[src/rtl/fat_pkg.sv]
// fat_pkg: shared FSM states, addressor selector codes and chain constants
package fat_pkg;
  typedef enum logic [2:0] {IDLE, DATA_REQ, DATA_WAIT, FAT_REQ, FAT_WAIT, FAT_REQ2, FAT_WAIT2} state_t;
  localparam logic [1:0] SEL_DIR = 2'b00;
  localparam logic [1:0] SEL_FAT = 2'b01;
  localparam logic [1:0] SEL_DATA = 2'b10;
  localparam logic [23:0] EOC_MIN_DEF = 24'hFFFFF8;
endpackage

[src/rtl/fat_addr_calc.sv]
// fat_addr_calc: data sector, FAT sector and FAT entry byte position for one cluster
module fat_addr_calc
  import fat_pkg::*;
#(
  parameter int unsigned FAT_START_SECTOR = 32,
  parameter int unsigned DATA_START_SECTOR = 2048,
  parameter int unsigned SPC_LOG2 = 3,
  parameter int unsigned BW = SPC_LOG2 + 1
) (
  input  logic [23:0]   cluster_i,
  input  logic [BW-1:0] blk_idx_i,
  output logic [31:0]   data_sector_o,
  output logic [31:0]   fat_sector_o,
  output logic [8:0]    target_byte_o,
  output logic          straddle_o
);
  logic [31:0] fat_byte;
  assign fat_byte = 32'(cluster_i) * 32'd3;
  assign data_sector_o = 32'(DATA_START_SECTOR) + ((32'(cluster_i) - 32'd2) << SPC_LOG2) + 32'(blk_idx_i);
  assign fat_sector_o = 32'(FAT_START_SECTOR) + (fat_byte >> 9);
  assign target_byte_o = fat_byte[8:0];
  assign straddle_o = target_byte_o >= 9'd510;
endmodule

[src/rtl/fat_chain_sequencer.sv]
// fat_chain_sequencer: walks a FAT24 cluster chain, issuing data and FAT block requests
module fat_chain_sequencer
  import fat_pkg::*;
#(
  parameter int unsigned FAT_START_SECTOR = 32,
  parameter int unsigned DATA_START_SECTOR = 2048,
  parameter int unsigned SPC_LOG2 = 3,
  parameter logic [23:0] EOC_MIN = EOC_MIN_DEF
) (
  input  logic        clk,
  input  logic        rst,
  input  logic        start_i,
  input  logic [23:0] start_cluster_i,
  input  logic        abort_i,
  output logic        busy_o,
  output logic        file_done_o,
  output logic        error_o,
  output logic [1:0]  selector_o,
  output logic [31:0] target_byte_o,
  output logic [32:0] cluster_offset_o,
  output logic        req_valid_o,
  output logic [31:0] sector_addr_o,
  input  logic        addr_done_i,
  input  logic        data_done_i,
  input  logic        valid_cluster_i,
  input  logic [23:0] cluster_data_i,
  input  logic        fifo_space_ok_i
);
  localparam int unsigned BW = SPC_LOG2 + 1;
  localparam logic [BW-1:0] BLK_LAST = BW'((1 << SPC_LOG2) - 1);
  state_t state_q, state_d;
  logic [23:0] cur_q, cur_d;
  logic [BW-1:0] blk_q, blk_d;
  logic abort_q, abort_d, addr_prev_q, err_q, err_d, done_q, done_d, req, bad, eoc, straddle;
  logic [1:0] sel_q, sel_d;
  logic [31:0] sector_q, sector_d, target_q, target_d, data_sector, fat_sector;
  logic [32:0] offset_q, offset_d;
  logic [8:0] target;
  fat_addr_calc #(
    .FAT_START_SECTOR(FAT_START_SECTOR),
    .DATA_START_SECTOR(DATA_START_SECTOR),
    .SPC_LOG2(SPC_LOG2),
    .BW(BW)
  ) u_calc (
    .cluster_i(cur_d),
    .blk_idx_i(blk_d),
    .data_sector_o(data_sector),
    .fat_sector_o(fat_sector),
    .target_byte_o(target),
    .straddle_o(straddle)
  );
  assign bad = cur_q < 24'd2 || cur_q >= EOC_MIN;
  assign eoc = cluster_data_i >= EOC_MIN;
  always_comb begin
    state_d = state_q;
    cur_d = cur_q;
    blk_d = blk_q;
    abort_d = abort_q | abort_i;
    err_d = 1'b0;
    done_d = 1'b0;
    req = 1'b0;
    case (state_q)
      IDLE: begin
        abort_d = 1'b0;
        if (start_i) begin
          cur_d = start_cluster_i;
          blk_d = '0;
          state_d = DATA_REQ;
        end
      end
      DATA_REQ:
        if (abort_q) state_d = IDLE;
        else if (bad) begin
          err_d = 1'b1;
          state_d = IDLE;
        end else if (addr_done_i && fifo_space_ok_i) begin
          req = 1'b1;
          state_d = DATA_WAIT;
        end
      DATA_WAIT:
        if (data_done_i) begin
          blk_d = blk_q + BW'(1);
          state_d = abort_d ? IDLE : blk_q == BLK_LAST ? FAT_REQ : DATA_REQ;
        end
      FAT_REQ, FAT_REQ2:
        if (abort_q) state_d = IDLE;
        else if (addr_done_i) begin
          req = 1'b1;
          state_d = state_q == FAT_REQ ? FAT_WAIT : FAT_WAIT2;
        end
      FAT_WAIT, FAT_WAIT2:
        // a straddling entry needs the second sector before any cluster is valid
        if (state_q == FAT_WAIT && offset_q == 33'd1) begin
          if (addr_done_i && !addr_prev_q) state_d = abort_d ? IDLE : FAT_REQ2;
        end else if (valid_cluster_i) begin
          if (abort_d) state_d = IDLE;
          else begin
            cur_d = cluster_data_i;
            blk_d = '0;
            done_d = eoc;
            state_d = eoc ? IDLE : DATA_REQ;
          end
        end
      default: state_d = IDLE;
    endcase
    if (state_d == IDLE) abort_d = 1'b0;
  end
  // request fields are loaded on entry to a request state so they are settled before req_valid
  assign sel_d = state_d == DATA_REQ ? SEL_DATA : (state_d == FAT_REQ || state_d == FAT_REQ2) ? SEL_FAT : sel_q;
  assign sector_d = state_d == DATA_REQ ? data_sector : state_d == FAT_REQ ? fat_sector :
                    (state_d == FAT_REQ2 && state_q == FAT_WAIT) ? sector_q + 32'd1 : sector_q;
  assign target_d = state_d == FAT_REQ ? {23'd0, target} : target_q;
  assign offset_d = state_d == FAT_REQ ? (straddle ? 33'd1 : 33'd3) : state_d == FAT_REQ2 ? 33'd2 : offset_q;
  always_ff @(posedge clk) begin
    if (rst) begin
      state_q <= IDLE;
      cur_q <= '0;
      blk_q <= '0;
      abort_q <= 1'b0;
      addr_prev_q <= 1'b0;
      err_q <= 1'b0;
      done_q <= 1'b0;
      sel_q <= SEL_DIR;
      sector_q <= '0;
      target_q <= '0;
      offset_q <= '0;
    end else begin
      state_q <= state_d;
      cur_q <= cur_d;
      blk_q <= blk_d;
      abort_q <= abort_d;
      addr_prev_q <= addr_done_i;
      err_q <= err_d;
      done_q <= done_d;
      sel_q <= sel_d;
      sector_q <= sector_d;
      target_q <= target_d;
      offset_q <= offset_d;
    end
  end
  assign busy_o = state_q != IDLE;
  assign req_valid_o = req;
  assign file_done_o = done_q;
  assign error_o = err_q;
  assign selector_o = sel_q;
  assign sector_addr_o = sector_q;
  assign target_byte_o = target_q;
  assign cluster_offset_o = offset_q;
endmodule

[config.mk]
export PLATFORM = sky130hd
export DESIGN_NAME = fat_chain_sequencer
export DESIGN_NICKNAME = d
export VERILOG_FILES = /design/src/rtl/fat_pkg.sv /design/src/rtl/fat_addr_calc.sv /design/src/rtl/fat_chain_sequencer.sv
export SDC_FILE = /design/constraint.sdc
export NUM_CORES = 1
export LEC_CHECK = 0
export CAP_MARGIN = 20
export CORE_MARGIN = 2
export CORE_UTILIZATION = 45
export CTS_CLUSTER_SIZE = 25
export DETAILED_ROUTE_END_ITERATION = 12
export DONT_BUFFER_PORTS = 1
export HOLD_SLACK_MARGIN = 0.06
export SYNTH_ARGS = -nofsm -noshare
export SYNTH_HDL_FRONTEND = slang
export SYNTH_SLANG_ARGS = --single-unit
[constraint.sdc]
create_clock -name clk -period 10.85 [get_ports clk]
set_clock_uncertainty 0.05 [all_clocks]
set_input_delay 1.085 -clock clk [delete_from_list [all_inputs] [get_ports clk]]
set_output_delay 1.085 -clock clk [all_outputs]
set_load 0.02 [all_outputs]
======== Word-level counts from Yosys, hierarchy flattened ========
Cells that the tools add are included.
Widths: inputs -> output; s select.
cells by class
  $lt $le $gt $ge ......................... 4
  multipliers ............................. 1
  mux-type cells .......................... 43
  reductions and logical operators ........ 19
  equal/unequal tests ..................... 11
  bitwise gates (word level) .............. 4
  add/subtract/negate cells ............... 6
operators with widths
  kind                    count
  $mux 24                 4
  $mux 32                 3
  $mux 33                 2
  $ge 24x24->1 const B    2
  $pmux 24 s2             1
  $eq 33x1->1 const B     1
  $mux 3                  11
  $add 12x32->32 const A  1
  $add 32x1->32 const B   1
  $add 32x4->32           1
  $mul 24x2->26 const B   1
  $sub 24x2->25 const B   1
  $lt 24x2->1 const B     1
  $mux 4                  5
  $add 6x17->18 const A   1
  $pmux 3 s5              1
  $eq 3x3->1 const B      4
  $mux 2                  6
  $pmux 4 s3              1
  $eq 3x2->1 const B      3
  $ge 9x9->1 const B      1
  $mux 1                  8
  $eq 3x1->1 const B      2
  $logic_not 3->1         2
  13 further kinds        24
word-level totals
  input port bits ......................... 56
  output and inout bits ................... 103
  word-level logic and storage cells ...... 100
  register bits ........................... 111

======== Logic depth before layout (Yosys ltp) ========
Gate-level depths: netlist of the first run.
  depth after elaboration ................. 11
  mapped depth ............................ 22
  depth with buffers taken out ............ 19

======== Hierarchy ========
From an unflattened synthesis of the first run, not the netlist that was laid out.
unflattened totals
  cells, all modules ...................... 1171
  area, all modules ....................... 8838.5 µm²
by module, submodules not included
  module               cells each  area an instance (µm²)  sequential area each (µm²)  times used
  fat_chain_sequencer  724         5564.1                  1601.5                      1
  fat_addr_calc        447         3274.4                  0.0                         1

======== Worst setup path after synthesis of the first run ========
OpenSTA, ideal clock, no wires.
  path type ............................... in2reg
  start ................................... in start_i
  end ..................................... reg sector_q[15], in the netlist sector_addr_o[15]
  path buffers ............................ 3
  cell stages on the path ................. 17
  arrival time ............................ 5.604 ns
  path slack .............................. 5.078 ns
  library setup time ...................... 0.117 ns
  cell sequence ........................... or3b_1 > a221o_1 > buf_2 > buf_6 > a222oi_1 > ha_1 > clkbuf_1 > a21o_1 > a21o_1 > a21o_1 > a21oi_1 > mux2_2 > a211oi_1 > nand3_1 > nor4_1 > a2bb2oi_1 > nand2_1
on the way
  cells in the longest elaborated chain, start to end .. 6
ends and longest elaborated chain
  element                                          line                                             text
  from (decl)                                      fat_chain_sequencer.sv:12                        input logic start_i,
  $mux 24                                          fat_chain_sequencer.sv:65                        if (start_i) begin
  $pmux 24 s2                                      fat_chain_sequencer.sv:62                        case (state_q)
  $mul 24x2->26 or $sub 24x2->25 (tied branches)   fat_addr_calc.sv:18, fat_addr_calc.sv:19
  $add 6x17->18 or $add 12x32->32 (tied branches)  fat_addr_calc.sv:20, fat_addr_calc.sv:19
  $mux 32 or $add 32x4->32 (tied branches)         fat_chain_sequencer.sv:110, fat_addr_calc.sv:19
  $mux 32                                          fat_chain_sequencer.sv:110                       assign sector_d = state_d == DATA_REQ ? data_sector : state_d == FAT_REQ ? fat_sector :
  to (signal assigned)                             fat_chain_sequencer.sv:136                       sector_q <= sector_d;
  to (decl)                                        fat_chain_sequencer.sv:36                        logic [31:0] sector_q, sector_d, target_q, target_d, data_sector, fat_sector;
Parallel ways exist; a longest one is shown, timed or not.
A chain may end at the register's enable or synchronous reset.

======== Final worst setup path of the first run ========
  start ................................... in start_i
  end ..................................... reg sector_q[26], in the netlist sector_addr_o[26]
on the way
  cells in the longest elaborated chain, start to end .. 6
ends and longest elaborated chain
  element         line                        text
  $mux 24         fat_chain_sequencer.sv:65
  $pmux 24 s2     fat_chain_sequencer.sv:62
  via cur_d[4]    fat_chain_sequencer.sv:32   logic [23:0] cur_q, cur_d;
  $sub 24x2->25   fat_addr_calc.sv:19         assign data_sector_o = 32'(DATA_START_SECTOR) + ((32'(cluster_i) - 32'd2) << SPC_LOG2) + 32'(blk_idx_i);
  $add 12x32->32  fat_addr_calc.sv:19
  $add 32x4->32   fat_addr_calc.sv:19
  $mux 32         fat_chain_sequencer.sv:110
The timed path passes the listed nets, and every way through them passes these cells.

==> results.ini, run 1 <==
[run_status]
status=finished, final reports clean

[placement]
dpl.hpwl_mm=21.2
gp_congestion=0.972
port_buffers=0

[pwr]
ir_drop_uv=108
swShare_pct=43.4
intPower_mw=0.767
comb_power_share_pct=44.1
powerDensity_nw_per_um2=156
power_switching_mw=0.589
pwr-share-seq_pct=28.8
clkPwrFrac_pct=27.1
p_leak_nw=3.60

[clock_tree]
cts-hold-fix-buffers=0
clockBufferDepth=2
cts_max_level=3
clk_latency_ns=0.35
root_buffer=clkbuf_16
cts_made_buffers=9
clkTransAtPathRegs_ns=0.06
clock_sinks=80
post_cts_buffers=0
cts_tree=built
cts_resized=0

[routing]
vias=8043
drt_iter0_drc=873
ant_nets=0
wl_per_cell_um=20.7
drc_errors=0
first_pass_iters=7
vias_per_cell=6.17
routed_wl_mm=27.0

[sta]
rsz0062_at_grt=false
slew-limit-headroom_pct=41.7
worst_pin_slew_ns=0.852
finalSetupViolCount=0
fin_crit_sh_pct=54.3
fin_crit_ns=5.90
max_freq_ghz=0.170
maxSlewViolCount=0
hold_viol=0
tns_ns=0

[grt]
grt_pass1_wl_mm=41.7
groute.usage.overall_pct=27.2
grt_max_degree=70
overflow=0
antenna_found_initial=0
grt_pass1_vias=7274

[synth]
ys_types=84
synth_top_area_share_pct=19.6
synth_edf_count=0
synth.cell_area_um2=8190
async_reset_ff_share_pct=0
synth_common_cells=99 x nor2_1, 86 x nand2_1, 80 x dfxtp_1
synthFlopType=dfxtp_1
synth.most_common_cell=nor2_1
netlist_top_cells_area=dfxtp_1 20%, ha_1 10%, xnor2_1 6.5%
synth-seq-cells=80
seq_area_frac_synth_pct=19.6
synth_top_area_cell=dfxtp_1
yosysWarnings=0
synth_cells=1072
avgSynthCellArea_um2=7.64

[worst_hold_path]
hold_depth=2
min_path_type=reg -> reg
hp-start=target_byte_o[4]$_SDFFE_PP0P_
min_to=target_byte_o[4]$_SDFFE_PP0P_

[worst_setup_path]
cp_max_fo=30
worstPathArrival_ns=6.14
worstReg2RegStart=state_q[1]$_SDFF_PP0_
end_kind=flip-flop
crit_type=in -> reg
worstSetupStartpoint=start_i
ff2ff_setup_slack_ns=5.09
required_ns=11.09
rr_endpoint=sector_addr_o[26]$_SDFFE_PP0P_
ff2ff_path_depth=15
start_kind=input pin

[final_layout]
syn_to_final_growth_pct=6.00
final_nets=1192
final_util_pct=48.5
layout-drive-gt1-share_pct=7.08
n_antenna_cell=0

[die]
die_area_um2=19300
die_h_um=139
die_w_um=139
fp-row-count=49
start_util_pct=45.8
core_um2=17900
boundaryPins=159

[run]
drv_cap=0

[per-layer routing]
layer | wire (µm) | track usage [%] | vias to the layer above
met1 | 11400 | 36.5 | 3769
met3 | 2420 | 5.18 | 47
met4 | 835 | 10.0 | 0
met2 | 12300 | 43.5 | 376
li1 | - | - | 3851
met5 | 0 | 0 | -
[cell type report]
class | count | area (µm²)
fill | 1779 | 9220
multi-input combinational | 901 | 6050
sequential | 80 | 1600
tap | 229 | 287
clock buffer | 10 | 239
timing repair buffer | 27 | 203
inverter | 50 | 188
clock inverter | 6 | 115
[how the worst max path moves through the flow]
stage | to | cells after the start
2_1_floorplan | sector_addr_o[15]$_SDFFE_PP0P_ | 17
3_3_place_gp | sector_addr_o[26]$_SDFFE_PP0P_ | 15
3_5_place_dp | sector_addr_o[26]$_SDFFE_PP0P_ | 15
4_1_cts | sector_addr_o[26]$_SDFFE_PP0P_ | 15
5_1_grt | sector_addr_o[15]$_SDFFE_PP0P_ | 17
6_report | sector_addr_o[26]$_SDFFE_PP0P_ | 15
[state kept, by name, indices dropped and copies added (netlist names)]
name              cells
state_q               3
file_done_o           1
selector_o            2
blk_q                 4
addr_prev_q           1
error_o               1
target_byte_o         9
sector_addr_o        32
cluster_offset_o      2
abort_q               1
cur_q                24
[power by group through the flow]
stage	registers [mW]	logic [mW]	clock network, mW
detailed placement	0.397	0.582	0
global route	0.394	0.647	0.384
finish	0.390	0.598	0.367
global placement	0.396	0.580	0
floorplan	0.381	0.446	0
CTS	0.390	0.585	0.373
[cells in the final DEF (no fill, tap or decap), types with 8 or more instances in the layout]
cell / Yosys / routed
a211oi_1: 20 / 20
a21o_1: 20 / 20
a21oi_1: 59 / 59
a222oi_1: 15 / 15
a31oi_1: 14 / 14
and2_1: 20 / 20
and3_1: 23 / 23
and4_1: 8 / 8
buf_4: 54 / 27
clkbuf_16: 0 / 9
conb_1: 1 / 54
dfxtp_1: 80 / 80
ha_1: 66 / 66
inv_1: 47 / 47
nand2_1: 86 / 86
nand2b_1: 9 / 9
nand3_1: 39 / 39
nand4_1: 26 / 26
nor2_1: 99 / 99
nor2b_1: 11 / 11
nor3_1: 25 / 25
nor4_1: 14 / 14
o211ai_1: 8 / 8
o21a_1: 12 / 12
o21ai_0: 38 / 38
o22ai_1: 9 / 9
xnor2_1: 61 / 61
xor2_1: 22 / 22
[worst max-delay path, cell delays in order]
cell and delay [ns]:
or3b_1 0.36, a221o_1 0.31, buf_4 0.24, a221o_1 0.49, inv_1 0.22, ha_1 0.28
nand2_1 0.09, a2111oi_0 0.74, a211oi_2 0.29, xnor2_1 0.53, a41oi_2 0.16, nor4_4 0.47
nand3_2 0.17, or4_1 0.57, nand3_1 0.10
[cells by family (layout without fill, tap and decap cells)]
family	count (synthesis)	after routing	synth area share, %
other	1	54	0.0458
muxes	10	10	1.27
xor gates and xnor gates	83	83	8.88
DFF	80	80	19.6
adders and majority gates	67	67	10.3
and+or+nand+nor	402	402	25.7
AOI/OAI and AO/OA	285	285	25.0
buffers and inverters	144	93	9.21
[per-stage QoR]
stage	worst slack (ns)	instances	power, mW	cell area (µm²)	hold slack, ns
floorplan	5.08	1125	0.828	8390	0.460
global placement	4.90	1287	0.976	8330	0.493
detailed placement	4.72	1287	0.978	8330	0.493
CTS	5.08	1303	1.35	8680	0.501
global route	4.61	1303	1.43	8680	0.531
finish	4.95	1303	1.36	8680	0.500
No activity file was read; power rests on OpenSTA's default activity.
==> run 2, diff against run 1 <==
clock period = 5.34 ns   (was 10.85 ns; I/O delays follow)
==> run 2 against run 1 <==
Hold slack got worse by 0.31 ns; power increased by 100%; routed wire length increased by 1.3%; sequential power increased by 100%; first-iteration DRC count increased by 1.0%; core utilization increased by 1.2 points; sequential share of layout area decreased by 0.45 points; die area unchanged; critical path type is now reg -> reg; critical endpoint is now sector_addr_o[15]$_SDFFE_PP0P_.
==> results.ini, run 2 (synthesis results as in run 1) <==
[die]
die_area_um2=19300  ; unchanged
die_w_um=139  ; unchanged
fp-row-count=49  ; unchanged
boundaryPins=159  ; unchanged
start_util_pct=45.8  ; unchanged
die_h_um=139  ; unchanged
core_um2=17900  ; unchanged

[final_layout]
n_antenna_cell=0  ; unchanged
layout_commonest_cell=nor2_1
final_nets=1223  ; +2.6%
layout_common_cells=99 x nor2_1, 86 x nand2_1, 80 x dfxtp_1, 66 x ha_1, 60 x xnor2_1
layout-drive-gt1-share_pct=10.2  ; +3.1 points
largest_reg_flops=32  ; unchanged
fillers=1806  ; +1.5%
syn_to_final_growth_pct=8.68

[clock_tree]
post_cts_buffers=0  ; unchanged
cts-hold-fix-buffers=0  ; unchanged
clock_sinks=80  ; unchanged
clk_latency_ns=0.36  ; about the same
cts_max_level=3  ; unchanged
cts_tree=built
cts_made_buffers=9  ; unchanged
clockBufferDepth=2  ; unchanged
cts_resized=0  ; unchanged
clkTransAtPathRegs_ns=0.07  ; about the same
root_buffer=clkbuf_16

[routing]
vias=8199  ; +1.9%
ant_nets=0  ; unchanged
drc_errors=0  ; unchanged
vias_per_cell=6.15  ; -0.43%
wl_per_cell_um=20.5  ; -1.0%
drt_iter0_drc=882  ; +1.0%
routed_wl_mm=27.4  ; +1.3%
first_pass_iters=7  ; unchanged

[sta]
worst_pin_slew_ns=0.788  ; -0.0637 ns
worst_slack_ns=0.338  ; -4.62 ns
finalSetupViolCount=0  ; unchanged
hold_slack_ns=0.193  ; -0.306 ns
fin_crit_ns=5.00
fin_crit_sh_pct=93.7
rsz0062_at_grt=false
maxSlewViolCount=0  ; unchanged
max_freq_ghz=0.200
slew-limit-headroom_pct=47.1  ; +5.3 points
hold_viol=0  ; unchanged
tns_ns=0  ; unchanged

[pwr]
p_leak_nw=3.73  ; +3.8%
pwr-share-seq_pct=29.2  ; +0.4 points
powerDensity_nw_per_um2=304  ; +95%
clkPwrFrac_pct=23.5  ; -3.6 points
power_switching_mw=1.21  ; +110%
intPower_mw=1.50  ; +96%
swShare_pct=44.6  ; +1.2 points
ir_drop_uv=188  ; +74%
finalPower_mw=2.71  ; +100%
comb_power_share_pct=47.3  ; +3.2 points

[placement]
dpl_worst_slack_ns=0.124  ; -4.59 ns
gp_congestion=0.960  ; -1.2%
dpl.hpwl_mm=21.8  ; +2.6%
port_buffers=0  ; unchanged

[worst_setup_path]
ff2ff_setup_slack_ns=0.34  ; -4.75 ns
worstReg2RegStart=state_q[1]$_SDFF_PP0_
ff2ff_path_depth=18  ; +3
cp_max_fo=7  ; -77%
rr_endpoint=sector_addr_o[15]$_SDFFE_PP0P_
end_kind=flip-flop
start_kind=flip-flop
required_ns=5.53  ; -5.56 ns
crit_type=reg -> reg
worstPathArrival_ns=5.19  ; -0.95 ns

[grt]
grt_pass1_vias=7411  ; +1.9%
antenna_found_initial=0  ; unchanged
grt_pass1_wl_mm=43.0  ; +3.0%
overflow=0  ; unchanged
grt_max_degree=70  ; unchanged
groute.usage.overall_pct=27.6  ; +0.46 points

[run]
drv_cap=0  ; unchanged

[worst_hold_path]
hold_depth=1  ; -1
min_to=addr_prev_q$_SDFF_PP0_
min_path_type=in -> reg
hp-start=rst

[run_status]
status=finished, final reports clean

==> run 2: power by group through the flow <==
stage,sequential (mW),combinational [mW],clock (mW)
2_1_floorplan,0.775,0.906,0
3_3_place_gp,0.802,1.24,0
3_5_place_dp,0.803,1.24,0
4_1_cts,0.790,1.25,0.650
5_1_grt,0.799,1.39,0.666
6_report,0.790,1.28,0.637
==> run 2: how the worst max path moves through the flow <==
| stage | startpoint | end | slack (ns) | depth (start not counted) |
|---|---|---|---|---|
| 3_3_place_gp | start_i | sector_addr_o[25]$_SDFFE_PP0P_ | 0.1 | 18 |
| 3_5_place_dp | start_i | sector_addr_o[30]$_SDFFE_PP0P_ | 0.12 | 18 |
| 2_1_floorplan | start_i | sector_addr_o[15]$_SDFFE_PP0P_ | 0.12 | 17 |
| 4_1_cts | state_q[1]$_SDFF_PP0_ | sector_addr_o[26]$_SDFFE_PP0P_ | 0.22 | 17 |
| 6_report | state_q[1]$_SDFF_PP0_ | sector_addr_o[15]$_SDFFE_PP0P_ | 0.34 | 18 |
| 5_1_grt | state_q[1]$_SDFF_PP0_ | sector_addr_o[28]$_SDFFE_PP0P_ | 0.01 | 18 |
==> run 2: worst max-delay path, cell delays in order (launching register included) <==
cell and delay, ns:
dfxtp_1 0.37, or3b_1 0.41, a221o_1 0.42, a222oi_1 0.38, buf_4 0.25, inv_1 0.09, ha_1 0.36, a21o_1 0.23
a221oi_2 0.33, nor2_1 0.10, a41oi_2 0.25, nand2_1 0.19, a311oi_1 0.35, buf_4 0.19, nand4_1 0.17, nor4_1 0.33
buf_4 0.18, a2bb2oi_1 0.16, nand2_1 0.06
==> run 2: area by class of cell <==
cell class | instances | area [µm²] | share of cell area (%)
clock inverters | 6 | 67.6 | 0.759
flip-flops and latches | 80 | 1600 | 18.0
clock buffers | 10 | 229 | 2.57
multi-input cells | 901 | 6090 | 68.5
repair buffers | 58 | 435 | 4.89
well taps | 229 | 287 | 3.22
inverters | 50 | 188 | 2.11
==> run 2: routing by layer <==
layer,up-vias,part of all wire [%],GRT usage (%)
li1,3907,-,-
met1,3894,44,37.5
met2,368,47,46.3
met3,30,8.0,4.80
met4,0,1.5,5.58
met5,-,0,0
==> run 2: metrics by stage <==
stage | instances | utilization (%) | cell area (µm²)
6_report | 1334 | 49.7 | 8900
5_1_grt | 1334 | 49.7 | 8900
4_1_cts | 1334 | 49.5 | 8860
3_5_place_dp | 1318 | 47.8 | 8560
3_3_place_gp | 1318 | 47.8 | 8560
2_1_floorplan | 1125 | - | 8390
